**src/rtl/host_pcr_master_if.sv**
```systemverilog
// Host command / PCR request / host response bundle for host_pcr_master.
// The master modport is the block's view; slave is the environment (host + PCR file).
interface host_pcr_master_if #(
  parameter int ADDR_W = 5,
  parameter int DATA_W = 64
);
  logic              io_cmd_valid;
  logic              io_cmd_ready;
  logic              io_cmd_rw;
  logic [ADDR_W-1:0] io_cmd_addr;
  logic [DATA_W-1:0] io_cmd_data;

  logic              io_pcr_req_valid;
  logic              io_pcr_req_ready;
  logic              io_pcr_req_rw;
  logic [ADDR_W-1:0] io_pcr_req_addr;
  logic [DATA_W-1:0] io_pcr_req_data;
  logic              io_pcr_resp_valid;
  logic [DATA_W-1:0] io_pcr_resp_data;

  logic              io_rsp_valid;
  logic              io_rsp_ready;
  logic [DATA_W-1:0] io_rsp_data;
  logic              io_rsp_err;
  logic              io_busy;

  modport master (
    input  io_cmd_valid, io_cmd_rw, io_cmd_addr, io_cmd_data,
    output io_cmd_ready,
    output io_pcr_req_valid, io_pcr_req_rw, io_pcr_req_addr, io_pcr_req_data,
    input  io_pcr_req_ready, io_pcr_resp_valid, io_pcr_resp_data,
    output io_rsp_valid, io_rsp_data, io_rsp_err, io_busy,
    input  io_rsp_ready
  );

  modport slave (
    output io_cmd_valid, io_cmd_rw, io_cmd_addr, io_cmd_data,
    input  io_cmd_ready,
    input  io_pcr_req_valid, io_pcr_req_rw, io_pcr_req_addr, io_pcr_req_data,
    output io_pcr_req_ready, io_pcr_resp_valid, io_pcr_resp_data,
    input  io_rsp_valid, io_rsp_data, io_rsp_err, io_busy,
    output io_rsp_ready
  );
endinterface

```
**src/rtl/host_pcr_master.sv**
```systemverilog
// Single-outstanding host-to-PCR-file bridge: IDLE -> REQ -> WAIT -> RESP,
// with a bounded wait that turns a missing PCR response into an error response.
module host_pcr_master #(
  parameter int ADDR_W  = 5,
  parameter int DATA_W  = 64,
  parameter int TIMEOUT = 255
) (
  input  logic               clk,
  input  logic               reset,
  host_pcr_master_if.master  bus
);

  typedef enum logic [1:0] {
    S_IDLE = 2'd0,
    S_REQ  = 2'd1,
    S_WAIT = 2'd2,
    S_RESP = 2'd3
  } state_t;

  localparam int              CNT_W      = 8;
  localparam logic [CNT_W-1:0] W_CNT_LAST = CNT_W'(TIMEOUT - 1);

  state_t            r_state;
  state_t            w_state_next;
  logic              r_rw;
  logic [ADDR_W-1:0] r_addr;
  logic [DATA_W-1:0] r_data;
  logic [CNT_W-1:0]  r_cnt;
  logic [CNT_W-1:0]  w_cnt_next;
  logic [DATA_W-1:0] r_rsp_data;
  logic [DATA_W-1:0] w_rsp_data_next;
  logic              r_rsp_err;
  logic              w_rsp_err_next;
  logic              w_cmd_fire;

  always_comb begin
    w_state_next    = r_state;
    w_cnt_next      = r_cnt;
    w_rsp_data_next = r_rsp_data;
    w_rsp_err_next  = r_rsp_err;
    w_cmd_fire      = 1'b0;
    case (r_state)
      S_IDLE: begin
        if (bus.io_cmd_valid) begin
          w_cmd_fire   = 1'b1;
          w_state_next = S_REQ;
        end
      end
      S_REQ: begin
        if (bus.io_pcr_req_ready) begin
          w_cnt_next   = '0;
          w_state_next = S_WAIT;
        end
      end
      S_WAIT: begin
        // A response arriving on the last allowed cycle beats the timeout.
        if (bus.io_pcr_resp_valid) begin
          w_rsp_data_next = bus.io_pcr_resp_data;
          w_rsp_err_next  = 1'b0;
          w_state_next    = S_RESP;
        end else if (r_cnt == W_CNT_LAST) begin
          w_rsp_data_next = '0;
          w_rsp_err_next  = 1'b1;
          w_state_next    = S_RESP;
        end else begin
          w_cnt_next = r_cnt + CNT_W'(1);
        end
      end
      S_RESP: begin
        if (bus.io_rsp_ready) begin
          w_state_next = S_IDLE;
        end
      end
      default: w_state_next = S_IDLE;
    endcase
  end

  always_ff @(posedge clk or negedge reset) begin
    if (!reset) begin
      r_state    <= S_IDLE;
      r_rw       <= 1'b0;
      r_addr     <= '0;
      r_data     <= '0;
      r_cnt      <= '0;
      r_rsp_data <= '0;
      r_rsp_err  <= 1'b0;
    end else begin
      r_state    <= w_state_next;
      r_cnt      <= w_cnt_next;
      r_rsp_data <= w_rsp_data_next;
      r_rsp_err  <= w_rsp_err_next;
      if (w_cmd_fire) begin
        r_rw   <= bus.io_cmd_rw;
        r_addr <= bus.io_cmd_addr;
        r_data <= bus.io_cmd_data;
      end
    end
  end

  assign bus.io_cmd_ready     = (r_state == S_IDLE);
  assign bus.io_pcr_req_valid = (r_state == S_REQ);
  assign bus.io_pcr_req_rw    = r_rw;
  assign bus.io_pcr_req_addr  = r_addr;
  assign bus.io_pcr_req_data  = r_data;
  assign bus.io_rsp_valid     = (r_state == S_RESP);
  assign bus.io_rsp_data      = r_rsp_data;
  assign bus.io_rsp_err       = r_rsp_err;
  assign bus.io_busy          = (r_state != S_IDLE);

endmodule

```
**src/flat_wrapper.sv**
```systemverilog
// flat-port wrapper written by rule: the top's interface ports become plain ports
module host_pcr_master_flat 
#(
  parameter int ADDR_W  = 5,
  parameter int DATA_W  = 64,
  parameter int TIMEOUT = 255
)
  (clk, reset, bus_io_cmd_valid, bus_io_cmd_rw, bus_io_cmd_addr, bus_io_cmd_data, bus_io_cmd_ready, bus_io_pcr_req_valid, bus_io_pcr_req_rw, bus_io_pcr_req_addr, bus_io_pcr_req_data, bus_io_pcr_req_ready, bus_io_pcr_resp_valid, bus_io_pcr_resp_data, bus_io_rsp_valid, bus_io_rsp_data, bus_io_rsp_err, bus_io_busy, bus_io_rsp_ready);
  host_pcr_master_if #(.ADDR_W(ADDR_W), .DATA_W(DATA_W)) bus_i ();
  input  logic clk;
  input  logic reset;
  input wire logic [$bits(bus_i.io_cmd_valid)-1:0] bus_io_cmd_valid;
  input wire logic [$bits(bus_i.io_cmd_rw)-1:0] bus_io_cmd_rw;
  input wire logic [$bits(bus_i.io_cmd_addr)-1:0] bus_io_cmd_addr;
  input wire logic [$bits(bus_i.io_cmd_data)-1:0] bus_io_cmd_data;
  output wire logic [$bits(bus_i.io_cmd_ready)-1:0] bus_io_cmd_ready;
  output wire logic [$bits(bus_i.io_pcr_req_valid)-1:0] bus_io_pcr_req_valid;
  output wire logic [$bits(bus_i.io_pcr_req_rw)-1:0] bus_io_pcr_req_rw;
  output wire logic [$bits(bus_i.io_pcr_req_addr)-1:0] bus_io_pcr_req_addr;
  output wire logic [$bits(bus_i.io_pcr_req_data)-1:0] bus_io_pcr_req_data;
  input wire logic [$bits(bus_i.io_pcr_req_ready)-1:0] bus_io_pcr_req_ready;
  input wire logic [$bits(bus_i.io_pcr_resp_valid)-1:0] bus_io_pcr_resp_valid;
  input wire logic [$bits(bus_i.io_pcr_resp_data)-1:0] bus_io_pcr_resp_data;
  output wire logic [$bits(bus_i.io_rsp_valid)-1:0] bus_io_rsp_valid;
  output wire logic [$bits(bus_i.io_rsp_data)-1:0] bus_io_rsp_data;
  output wire logic [$bits(bus_i.io_rsp_err)-1:0] bus_io_rsp_err;
  output wire logic [$bits(bus_i.io_busy)-1:0] bus_io_busy;
  input wire logic [$bits(bus_i.io_rsp_ready)-1:0] bus_io_rsp_ready;
  assign bus_i.io_cmd_valid = bus_io_cmd_valid;
  assign bus_i.io_cmd_rw = bus_io_cmd_rw;
  assign bus_i.io_cmd_addr = bus_io_cmd_addr;
  assign bus_i.io_cmd_data = bus_io_cmd_data;
  assign bus_io_cmd_ready = bus_i.io_cmd_ready;
  assign bus_io_pcr_req_valid = bus_i.io_pcr_req_valid;
  assign bus_io_pcr_req_rw = bus_i.io_pcr_req_rw;
  assign bus_io_pcr_req_addr = bus_i.io_pcr_req_addr;
  assign bus_io_pcr_req_data = bus_i.io_pcr_req_data;
  assign bus_i.io_pcr_req_ready = bus_io_pcr_req_ready;
  assign bus_i.io_pcr_resp_valid = bus_io_pcr_resp_valid;
  assign bus_i.io_pcr_resp_data = bus_io_pcr_resp_data;
  assign bus_io_rsp_valid = bus_i.io_rsp_valid;
  assign bus_io_rsp_data = bus_i.io_rsp_data;
  assign bus_io_rsp_err = bus_i.io_rsp_err;
  assign bus_io_busy = bus_i.io_busy;
  assign bus_i.io_rsp_ready = bus_io_rsp_ready;
  host_pcr_master #(.ADDR_W(ADDR_W), .DATA_W(DATA_W), .TIMEOUT(TIMEOUT)) u_core (.clk(clk), .reset(reset), .bus(bus_i));
endmodule
```
**config.mk**
```make
export PLATFORM = sky130hd
export DESIGN_NAME = host_pcr_master_flat
export DESIGN_NICKNAME = d
export VERILOG_FILES = /design/src/rtl/host_pcr_master_if.sv /design/src/rtl/host_pcr_master.sv /design/src/flat_wrapper.sv
export SDC_FILE = /design/constraint.sdc
export NUM_CORES = 1
export LEC_CHECK = 0
export ABC_CLOCK_PERIOD_IN_PS = 2000
export BUFFER_PORTS_ARGS = -buffer_cell sky130_fd_sc_hd__buf_4
export CORE_MARGIN = 2
export CORE_UTILIZATION = 46
export DETAILED_ROUTE_END_ITERATION = 7
export MAX_ROUTING_LAYER = met4
export PLACE_DENSITY = 0.8
export SYNTH_ARGS = -nofsm -noshare
export SYNTH_HDL_FRONTEND = slang
export SYNTH_SLANG_ARGS = --single-unit
```
**constraint.sdc**
```tcl
create_clock -name clk -period 2 [get_ports clk]
set_clock_uncertainty 0.05 [all_clocks]
set_input_delay 0.2 -clock clk [delete_from_list [all_inputs] [get_ports clk]]
set_output_delay 0.2 -clock clk [all_outputs]
set_load 0.02 [all_outputs]
```
==> implementation parameters, run 1 <==
Parameter                              Value

Run status
  Result of the run ... completed

Timing
  Period utilisation layout ... between 90% and 100%
  Post-route worst hold slack ... 49.6 ps
  Max Slew Vio Count ... 0
  Fmax achieved ... ~0.53 GHz
  Slew Limit Headroom ... 61.1%
  Final Setup Violations ... 0
  Unrepaired setup endpoints after global routing ... no
  Total negative slack ... 0 ps
  Time the final worst path needs with I/O delays and setup ... 1880 ps
  Hold violation count in the final report ... 0
  Tightest Pin Transition ... 568 ps

Die
  Die outline height ... 114 µm
  I/O pins ... ~280
  Die Area ... 13000 µm²
  Cell Rows ... 40
  Chip Width ... 114 µm
  Area of the core region ... 11900 µm²
  Effective utilization at floorplan ... approximately 47%

Synthesis
  Post-synthesis mux area share ... 14.8%
  XOR/XNOR share of the synthesized area ... 0%
  Post-Synthesis Mean Instance Area ... 14.7 µm²
  Synthesized-area fraction occupied by adder cells ... 1.35%
  Fraction of registers with async set or reset after synthesis ... 100%
  Synthesized Nets ... 524
  Flops & latches, synth ... about 150
  Synthesized cell area ... approximately 5600 µm²
  Yosys cell types ... 34
  Complex-gate fraction of the synthesized area ... between 10% and 20%
  Number of instances in the synthesized netlist ... 378
  Count of flip-flops with a built-in enable after synthesis ... 0
  Dominant combinational cell family by area after synthesis ... multiplexers
  Sequential share of the synthesized area ... 65.3%
  Synth top area share ... 65.3%
  Warnings from Yosys ... 0
  Cell type with the highest aggregate area in the netlist ... sky130_fd_sc_hd__dfrtp_1
  Simple-gate share of the synthesized area ... roughly 3.7%
  Largest cells by area after synthesis ... sky130_fd_sc_hd__dfrtp_1 65%, sky130_fd_sc_hd__mux2_2 14%, sky130_fd_sc_hd__a22o_1 10%, sky130_fd_sc_hd__ha_1 1.4%, sky130_fd_sc_hd__nand3_1 1.1%
  Primary FF master, synth ... sky130_fd_sc_hd__dfrtp_1

Final layout
  FILL cells ... around 580
  Layout-stage area growth over the synthesis result ... 79.3%
  Final layout net count ... 949
  Non-filler instance count after layout ... around 960
  Number of inserted diodes ... 0
  Commonest non-fill, non-tap cells in the layout ... 285 x sky130_fd_sc_hd__buf_4, 145 x sky130_fd_sc_hd__dfrtp_1, 135 x sky130_fd_sc_hd__dlygate4sd3_1, 70 x sky130_fd_sc_hd__mux2_2, 64 x sky130_fd_sc_hd__a22o_1
  Layout cell share with drive strength beyond 1 ... about half
  Most frequent standard cell in the layout excluding fill and tap cells ... sky130_fd_sc_hd__buf_4

Run
  Maximum Capacitance Violations ... 0

Power
  Overall Power ... 16.3 mW
  Power per Cell Area ... 1640 nW/µm²
  Static leakage power ... 4.90 nW
  Worst IR Drop VDD ... 1.11 mV

Setup path
  CP Cell Sequence ... inv_1 -> ha_1 -> nand2_1 -> o31a_1 -> a221oi_2 -> mux2_1
  Critical path required time ... 2250 ps
  Classification of the worst setup path ... flip-flop to flip-flop
  Category of the worst setup path capture point ... flip-flop
  Buf/Inv on CP ... 1
  Register-to-Register Setup Slack ... 120 ps
  Highest cell delay on the worst timing path ... a little under 400 ps
  Slowest cell on crit path ... sky130_fd_sc_hd__dfrtp_1
  Data arrival, critical path ... 2130 ps
  Largest fanout on the critical path ... 4
  Critical path's top delay family ... compound AO/OA/AOI/OAI gates
  Launching element type of the critical path ... flip-flop

Global route
  Aggregate global routing overflow ... 0
  Global-route wire length before repair ... 29.6 mm
  Largest net degree at the start of global routing ... 56
  Vias in the first global route ... between 5k and 6k
  Initial antenna violation count ... 0
  Overall global routing resource usage ... 31.1%

Drt
  Via count normalized by instance count ... approximately 5.2
  Via count ... between 5k and 6k
  Number of design-rule violations left by the first detailed-router iteration ... 387
  Total DRC errors in the routed layout ... 0
  Total length of routed wires ... 19.7 mm
  DR WL/cell ... 20.4 µm
  Detail Route Antenna Nets ... 0
  Drt pass-1 iters ... 5

Clock tree
  H-tree levels ... 4
  Worst skew pair latency ... 410 ps
  Clock root cell ... sky130_fd_sc_hd__clkbuf_16
  TritonCTS clock tree ... yes
  Number of buffers between clock root and the deepest sink ... 2
  Reg clk slew, reported paths ... 60 ps
  CTS sink count ... 145
  Number of buffers created by CTS ... 17

Placed design
  DPL Wire Length ... 10.7 mm
  Final GP Congestion ... roughly 0.94
  Total of buffers placed on input and output ports ... around 280
  Number of placed instances with taps included ... 795

Hold path
  Type of the worst min-delay path ... primary input to flip-flop
flip-flops by register name, indices dropped and copies added, names as in the netlist:
register and count:
u_core.bus.io_pcr_req_data 64, u_core.bus.io_pcr_req_addr 5, u_core.r_cnt 8, u_core.bus.io_rsp_err 1, u_core.r_state 2, u_core.bus.io_rsp_data 64, u_core.bus.io_pcr_req_rw 1
final timing paths:
| kind | start | cells after the start | endpoint |
|---|---|---|---|
| worst min-delay path | bus_io_pcr_resp_valid | 3 | u_core.bus.io_rsp_err |
| worst max register to register | u_core.r_cnt[0] | 6 | u_core.r_state[1] |
| worst min register to register | u_core.bus.io_rsp_data[26] | 1 | u_core.bus.io_rsp_data[26] |
| max in group asynchronous | reset | 3 | u_core.bus.io_rsp_data[17] |
| worst max-delay path | u_core.r_cnt[0] | 6 | u_core.r_state[1] |
| min in group asynchronous | reset | 2 | u_core.bus.io_pcr_req_data[7] |
repair_timing:
| item | CTS | global route |
|---|---|---|
| hold endpoints to repair | 179 | 0 |
| hold buffers | 135 | 0 |
| resized for setup | 0 | 0 |
| setup buffers | 0 | 1 |
| setup endpoints to repair | 0 | 1 |
final cells by class:
cell class                      count  area, µm²  share of cell area [%]
Clock buffer                       18        439                    4.41
Tap cell                          147        184                    1.85
Multi-Input combinational cell    203       1810                    18.2
Sequential cell                   145       3630                    36.4
Clock inverter                     14        224                    2.25
Timing Repair Buffer              428       3640                    36.6
Inverter                            8       30.0                   0.302
logic make-up (layout without fill, tap and decap cells):
| kind of cell | count (synthesis) | count (layout) |
|---|---|---|
| fa+ha+maj | 6 | 6 |
| compound gates | 83 | 83 |
| simple gates | 41 | 41 |
| mux | 73 | 73 |
| flops | 145 | 145 |
| buf+inv | 30 | 468 |
through the flow:
step / util [%] / area [µm²] / setup WS [ps]
after floorplan: - / 5550 / 185
after global placement: 66.6 / 7940 / 187
after detailed placement: 66.6 / 7940 / 124
after CTS: 83.5 / 9950 / 63.6
after global routing: 83.6 / 9960 / 1.10
final: 83.6 / 9960 / 119
tightest hold or removal path: stages:
cell and delay (ps):
sky130_fd_sc_hd__buf_4 90, sky130_fd_sc_hd__nand2_1 80, sky130_fd_sc_hd__o21a_1 110
report_power, final:
part           internal, mW  total (mW)  switching, mW
Combinational          3.59        7.41           3.83
Clock                  2.27        3.58           1.31
Sequential             4.35        5.35          0.999
cell usage after synthesis (2+ instances only):
| cell type | number |
|---|---|
| sky130_fd_sc_hd__clkbuf_1 | 5 |
| sky130_fd_sc_hd__nor4_1 | 2 |
| sky130_fd_sc_hd__nand2b_1 | 2 |
| sky130_fd_sc_hd__dfrtp_1 | 145 |
| sky130_fd_sc_hd__ha_1 | 6 |
| sky130_fd_sc_hd__o21a_1 | 2 |
| sky130_fd_sc_hd__nor3_1 | 3 |
| sky130_fd_sc_hd__mux2_2 | 70 |
| sky130_fd_sc_hd__nand3_1 | 12 |
| sky130_fd_sc_hd__a21o_1 | 2 |
| sky130_fd_sc_hd__nand2_1 | 13 |
| sky130_fd_sc_hd__nor2_1 | 2 |
| sky130_fd_sc_hd__buf_1 | 7 |
| sky130_fd_sc_hd__a22o_1 | 64 |
| sky130_fd_sc_hd__mux2i_1 | 2 |
| sky130_fd_sc_hd__buf_2 | 10 |
| sky130_fd_sc_hd__o21ai_0 | 7 |
| sky130_fd_sc_hd__inv_1 | 7 |
| sky130_fd_sc_hd__nand4_1 | 2 |
layer usage:
layer | GRT usage [%] | share of wire (%) | vias to the layer above
li1 | - | - | 2245
met1 | 37.3 | 39 | 2474
met2 | 53.0 | 52 | 283
met3 | 4.99 | 6.7 | 42
met4 | 12.4 | 2.7 | 0
met5 | - | 0 | -
Power figures use the tool's default switching activity.
==> run 2, diff against run 1 <==
--- a/config.mk
+++ b/config.mk
@@ -5,11 +5,13 @@
 export SDC_FILE = /design/constraint.sdc
 export NUM_CORES = 1
 export LEC_CHECK = 0
+export ABC_AREA = 1
 export ABC_CLOCK_PERIOD_IN_PS = 2000
 export BUFFER_PORTS_ARGS = -buffer_cell sky130_fd_sc_hd__buf_4
 export CORE_MARGIN = 2
-export CORE_UTILIZATION = 46
+export CORE_UTILIZATION = 47
 export DETAILED_ROUTE_END_ITERATION = 7
+export HOLD_SLACK_MARGIN = 0.02
 export MAX_ROUTING_LAYER = met4
 export PLACE_DENSITY = 0.8
 export SYNTH_ARGS = -nofsm -noshare
==> implementation parameters, run 2 <==
Parameter                              Value

Die
  I/O pins ... 279
  Effective utilization at floorplan ... 48.2%
  Chip Width ... 118 µm
  Area of the core region ... 12700 µm²
  Die Area ... 13900 µm²
  Cell Rows ... 41
  Die outline height ... 118 µm

Setup path
  Critical path's top delay family ... flip-flops
  Category of the worst setup path capture point ... flip-flop
  Count of cell instances traversed by the critical path ... 5
  Launching element type of the critical path ... flip-flop
  Classification of the worst setup path ... flip-flop to flip-flop
  Worst Reg-to-Reg Cells ... 5
  Buf/Inv on CP ... 2
  Data arrival, critical path ... 2120 ps
  Highest cell delay on the worst timing path ... 390 ps
  Largest fanout on the critical path ... 12
  Slowest cell on crit path ... sky130_fd_sc_hd__dfrtp_1
  CP Cell Sequence ... inv_1 -> ha_1 -> nand2_2 -> buf_4 -> mux2_2
  Critical path required time ... between 2000 and 2500 ps

Clock tree
  Reg clk slew, reported paths ... around 60 ps
  Post-CTS setup buffer count ... 0
  Clock root cell ... sky130_fd_sc_hd__clkbuf_16
  Number of hold buffers added after cts ... roughly 140
  TritonCTS clock tree ... yes
  Number of buffers between clock root and the deepest sink ... 2
  H-tree levels ... 4
  CTS sink count ... 145
  Worst skew pair latency ... 420 ps
  Number of buffers created by CTS ... 17
  Resize count post-CTS ... 0

Drt
  Via count ... 5802
  Number of design-rule violations left by the first detailed-router iteration ... 435
  Wl on met1 ... 7.89 mm
  Via count normalized by instance count ... 5.12
  Drt pass-1 iters ... 4
  DR WL/cell ... 20.1 µm
  Amount of wire on met2 after detailed routing ... 12.2 mm
  Detail Route Antenna Nets ... 0
  Met3 wirelength from detailed routing ... 1.30 mm
  Uppermost signal routing layer after detailed routing ... met4
  Total length of routed wires ... 22.8 mm
  Total DRC errors in the routed layout ... 0

Synthesis
  Count of flip-flops with a built-in enable after synthesis ... 0
  Synthesized cell area ... between 6000 and 7000 µm²
  Post-synthesis mux area share ... 12.9%
  Cell type with the highest aggregate area in the netlist ... sky130_fd_sc_hd__dfrtp_1
  Primary FF master, synth ... sky130_fd_sc_hd__dfrtp_1
  Synthesized-area fraction occupied by adder cells ... under 10%
  Flops & latches, synth ... between 100 and 150
  Warnings from Yosys ... 0
  Simple-gate share of the synthesized area ... 20.8%
  Dominant combinational cell family by area after synthesis ... simple AND/OR/NAND/NOR gates
  Yosys cell types ... 21
  Number of instances in the synthesized netlist ... 523
  Most numerous cell in the Yosys netlist ... sky130_fd_sc_hd__nand2_1
  Synthesized Nets ... between 600 and 700
  Fraction of registers with async set or reset after synthesis ... 100%
  XOR/XNOR share of the synthesized area ... 0%
  Largest cells by area after synthesis ... sky130_fd_sc_hd__dfrtp_1 59%, sky130_fd_sc_hd__mux2_2 13%, sky130_fd_sc_hd__nand2_1 9.7%, sky130_fd_sc_hd__nand3_2 8.5%, sky130_fd_sc_hd__nand3_1 1.6%
  Synth top area share ... 59.4%
  Post-Synthesis Mean Instance Area ... 11.7 µm²
  Complex-gate fraction of the synthesized area ... 1.56%
  Sequential share of the synthesized area ... 59.4%
  Synth top cells by count ... 158 x sky130_fd_sc_hd__nand2_1, 145 x sky130_fd_sc_hd__dfrtp_1, 70 x sky130_fd_sc_hd__mux2_2

Timing
  Final Setup Violations ... 0
  Tightest Pin Transition ... 449 ps
  Max Slew Vio Count ... 0
  Hold violation count in the final report ... 0
  Fmax achieved ... 0.537 GHz
  Period utilisation layout ... 93.1%
  Post-route worst hold slack ... 130 ps
  Time the final worst path needs with I/O delays and setup ... 1860 ps
  Final setup slack of the worst path ... roughly 140 ps
  Total negative slack ... 0 ps
  Slew Limit Headroom ... 70.0%
  Unrepaired setup endpoints after global routing ... no

Global route
  Aggregate global routing overflow ... 0
  Overall global routing resource usage ... 34.5%
  Largest net degree at the start of global routing ... 50
  Initial antenna violation count ... 2
  Global-route wire length before repair ... 35.4 mm
  Vias in the first global route ... 6500

Run
  Maximum Capacitance Violations ... 0

Final layout
  Final layout net count ... 1092
  FILL cells ... ~640
  Design Area, Final ... between 10000 and 15000 µm²
  Area of the multi-input gates ... 2250 µm²
  Layout cell share with drive strength beyond 1 ... between 40% and 50%
  Commonest non-fill, non-tap cells in the layout ... 290 x sky130_fd_sc_hd__buf_4, 156 x sky130_fd_sc_hd__nand2_1, 145 x sky130_fd_sc_hd__dfrtp_1, 135 x sky130_fd_sc_hd__dlygate4sd3_1, 70 x sky130_fd_sc_hd__mux2_2
  Flip-flop and latch area ... 3630 µm²
  Most frequent standard cell in the layout excluding fill and tap cells ... sky130_fd_sc_hd__buf_4
  Layout-stage area growth over the synthesis result ... 70.7%

Placed design
  Pre-CTS WS ... 165 ps
  Placement Cell Area ... 8490 µm²
  Final GP Congestion ... 0.854
  DPL Wire Length ... ~13 mm
  Total of buffers placed on input and output ports ... 278

Hold path
  Type of the worst min-delay path ... primary input to flip-flop
  Worst hold path cell count ... 5

Power
  Worst IR Drop VDD ... 0.989 mV
  Static leakage power ... 5.24 nW
  Power per Cell Area ... around 1500 nW/µm²

Run status
  Result of the run ... completed
==> run 2: worst paths after layout <==
check	start	end	slack (ps)
max in group asynchronous	reset	u_core.bus.io_rsp_data[24]	990
worst min-delay path	bus_io_pcr_resp_valid	u_core.r_state[1]	130
worst min register to register	u_core.bus.io_rsp_data[33]	u_core.bus.io_rsp_data[33]	450
worst max-delay path	u_core.r_state[0]	u_core.bus.io_pcr_req_data[54]	140
min in group asynchronous	reset	u_core.bus.io_pcr_req_data[19]	230
worst max register to register	u_core.r_state[0]	u_core.bus.io_pcr_req_data[54]	140
==> run 2: layout make-up <==
type	instances	share of cell area (%)
clock buffers	21	4.51
repair buffers	434	35.5
inverters	13	0.468
multi-input cells	335	21.6
flip-flops and latches	145	34.8
well taps	172	2.07
clock inverters	11	0.997
diodes	2	0.0480
==> run 2: report_power, final <==
part	internal, mW	total [mW]	switching, mW
clock	1.82	3.13	1.31
sequential	4.31	5.37	1.06
combinational	3.47	7.61	4.13
total	9.60	16.1	6.51
==> run 2: kinds of logic (layout without fill, tap and decap cells) <==
kind of cell	Yosys count	count (layout)
AND/OR/NAND/NOR	242	242
flip-flops	145	145
multiplexers	70	70
buffers and inverters	43	479
AO/OA/AOI/OAI	17	17
adder cells (fa/ha/maj)	6	6
other	0	2
==> run 2: tightest hold or removal path: cells and delay by family <==
kind	cells	cell delay [ps]
and+or+nand+nor	4	260
buffers and inverters	1	100
==> run 2: metal layers <==
layer / global-route usage, % / vias up
met5: - / -
met4: 20.9 / 0
met3: 7.99 / 90
met2: 61.1 / 277
met1: 34.5 / 2858
li1: - / 2577
==> run 2: metrics by stage <==
step           std cells  power [mW]  util [%]
3_3_place_gp         964        12.0      67.0
5_1_grt             1133        16.8      82.2
3_5_place_dp         964        12.4      67.0
2_1_floorplan        523        8.98         -
4_1_cts             1131        15.7      82.2
6_report            1133        16.1      82.2
==> run 3, diff against run 2 <==
--- a/config.mk
+++ b/config.mk
@@ -6,7 +6,7 @@
 export NUM_CORES = 1
 export LEC_CHECK = 0
 export ABC_AREA = 1
-export ABC_CLOCK_PERIOD_IN_PS = 2000
+export ABC_CLOCK_PERIOD_IN_PS = 1850
 export BUFFER_PORTS_ARGS = -buffer_cell sky130_fd_sc_hd__buf_4
 export CORE_MARGIN = 2
 export CORE_UTILIZATION = 47
==> constraint.sdc (replaced) <==
create_clock -name clk -period 1.85 [get_ports clk]
set_clock_uncertainty 0.05 [all_clocks]
set_input_delay 0.185 -clock clk [delete_from_list [all_inputs] [get_ports clk]]
set_output_delay 0.185 -clock clk [all_outputs]
set_load 0.02 [all_outputs]
==> implementation parameters, run 3 (synthesis results as in run 2) <==
Parameter                              Value

Final layout
  Commonest non-fill, non-tap cells in the layout ... 283 x sky130_fd_sc_hd__buf_4, 156 x sky130_fd_sc_hd__nand2_1, 145 x sky130_fd_sc_hd__dfrtp_1, 135 x sky130_fd_sc_hd__dlygate4sd3_1, 70 x sky130_fd_sc_hd__mux2_2
  Final layout net count ... 1085
  Layout-stage area growth over the synthesis result ... 69.2%
  Layout cell share with drive strength beyond 1 ... 47.2%
  Utilization of the core after routing ... 81.5%
  Design Area, Final ... 10300 µm²
  Non-filler instance count after layout ... 1123
  Most frequent standard cell in the layout excluding fill and tap cells ... sky130_fd_sc_hd__buf_4

Timing
  Fmax achieved ... 0.577 GHz
  Period utilisation layout ... 93.7%
  Time the final worst path needs with I/O delays and setup ... roughly 1700 ps
  Total negative slack ... 0 ps
  Final Setup Violations ... 0
  Hold violation count in the final report ... 0
  Tightest Pin Transition ... 417 ps
  Max Slew Vio Count ... 0
  Post-route worst hold slack ... 157 ps
  Unrepaired setup endpoints after global routing ... no
  Slew Limit Headroom ... 72.2%
  Final setup slack of the worst path ... between 100 and 150 ps

Power
  Internal ... between 10 and 15 mW
  Overall Power ... roughly 17 mW
  Power per Cell Area ... 1660 nW/µm²
  Switching Power ... slightly below 7 mW
  Fraction of power spent switching nets ... 40.1%
  Static leakage power ... 5.20 nW
  Sequential Power Share ... 33.7%
  Power share of the clock group ... 18.9%
  Worst IR Drop VDD ... 1.31 mV
  Part of the total power dissipated in combinational logic ... 47.4%

Global route
  Aggregate global routing overflow ... 0
  Largest net degree at the start of global routing ... 43
  Overall global routing resource usage ... 34.0%
  Vias in the first global route ... 6371
  Initial antenna violation count ... 1
  Global-route wire length before repair ... 35.0 mm

Drt
  Via count ... 5723
  DR WL/cell ... 20.1 µm
  Detail Route Antenna Nets ... 0
  Total DRC errors in the routed layout ... 0
  Total length of routed wires ... 22.5 mm
  Via count normalized by instance count ... 5.10
  Number of design-rule violations left by the first detailed-router iteration ... just under 500
  Drt pass-1 iters ... 5

Setup path
  Slowest cell on crit path ... sky130_fd_sc_hd__dfrtp_1
  Category of the worst setup path capture point ... flip-flop
  Launching element type of the critical path ... flip-flop
  Classification of the worst setup path ... flip-flop to flip-flop
  CP Cell Sequence ... inv_1 -> ha_1 -> nand2_2 -> buf_12 -> mux2_2
  Largest fanout on the critical path ... 42
  Critical path required time ... 2100 ps
  Data arrival, critical path ... 1980 ps
  Highest cell delay on the worst timing path ... 420 ps
  Critical path launch point ... u_core.r_state[1]
  Worst R2R Start ... u_core.r_state[1]

Clock tree
  Number of buffers between clock root and the deepest sink ... 2
  H-tree levels ... 4
  Clock root cell ... sky130_fd_sc_hd__clkbuf_16
  CTS sink count ... 145
  Worst skew pair latency ... 420 ps
  Reg clk slew, reported paths ... 60 ps
  Number of buffers created by CTS ... 17
  TritonCTS clock tree ... yes

Die
  Die outline height ... ~120 µm
  Die Area ... approximately 14000 µm²
  Chip Width ... 118 µm
  Cell Rows ... 41
  I/O pins ... between 200 and 300
  Effective utilization at floorplan ... 48.2%
  Area of the core region ... 12700 µm²

Run status
  Result of the run ... completed

Placed design
  DPL Wire Length ... 12.2 mm
  Total of buffers placed on input and output ports ... between 200 and 300
  Number of placed instances with taps included ... around 960
  Pre-CTS WS ... 188 ps
  Final GP Congestion ... between 0.7 and 0.8
  Placement Cell Area ... 8420 µm²

Run
  Maximum Capacitance Violations ... 0

Hold path
  Start point of the worst min-delay path ... bus_io_rsp_ready
  Type of the worst min-delay path ... primary input to flip-flop
## run 3: cell types whose count changed in the layout (fill, tap and decap cells not counted)
cell	change
sky130_fd_sc_hd__inv_6	-3
sky130_fd_sc_hd__diode_2	-1
sky130_fd_sc_hd__clkbuf_1	+1
sky130_fd_sc_hd__buf_12	-1
sky130_fd_sc_hd__clkbuf_8	-1
sky130_fd_sc_hd__buf_4	-7
sky130_fd_sc_hd__clkinv_2	+1
sky130_fd_sc_hd__clkinvlp_4	-3
sky130_fd_sc_hd__buf_6	+1
sky130_fd_sc_hd__clkinv_4	+3
## run 3: area by class of cell
type / instances / area, µm²
inverters: 13 / 48.8
well taps: 172 / 215
fillers: 650 / 2340
multi-input cells: 335 / 2250
diodes: 1 / 2.50
flip-flops and latches: 145 / 3630
clock inverters: 9 / 86.3
clock buffers: 21 / 460
repair buffers: 427 / 3640
## run 3: critical path, delay by kind of cell (launching register included)
family                     cells  cell delay, ps
DFF                            1             420
and+or+nand+nor                1             140
muxes                          1             410
buffers and inverters          2             340
adders and majority gates      1             240
## run 3: worst paths after layout
check,depth (start not counted),slack [ps],endpoint
setup / recovery,5,120,u_core.bus.io_pcr_req_data[14]
min in group asynchronous,2,220,u_core.bus.io_pcr_req_data[17]
max in group asynchronous,3,900,u_core.bus.io_pcr_req_data[26]
hold reg to reg,2,450,u_core.bus.io_rsp_data[8]
hold / removal,4,160,u_core.r_state[0]
setup reg to reg,5,120,u_core.bus.io_pcr_req_data[14]
## run 3: per-layer routing
layer / vias to the layer above / track usage [%] / part of all wire, %
li1: 2555 / - / -
met1: 2825 / 33.5 / 35
met2: 271 / 63.0 / 55
met3: 72 / 7.17 / 5.4
met4: 0 / 16.9 / 4.8
met5: - / - / 0
## run 3: power groups by stage
stage                     Sequential [mW]  Combinational (mW)  Clock (mW)
final                                5.76                8.10        3.24
after global routing                 5.89                8.50        3.43
after detailed placement             5.61                7.59           0
after floorplan                      7.26                2.45           0
after CTS                            5.59                7.86        3.24
after global placement               5.52                7.39           0
## run 3: timing repair
item,CTS,global route
hold buffers,135,0
hold endpoints to repair,212,0
gates resized for setup,0,1
setup buffers,0,0
setup endpoints to repair,0,2
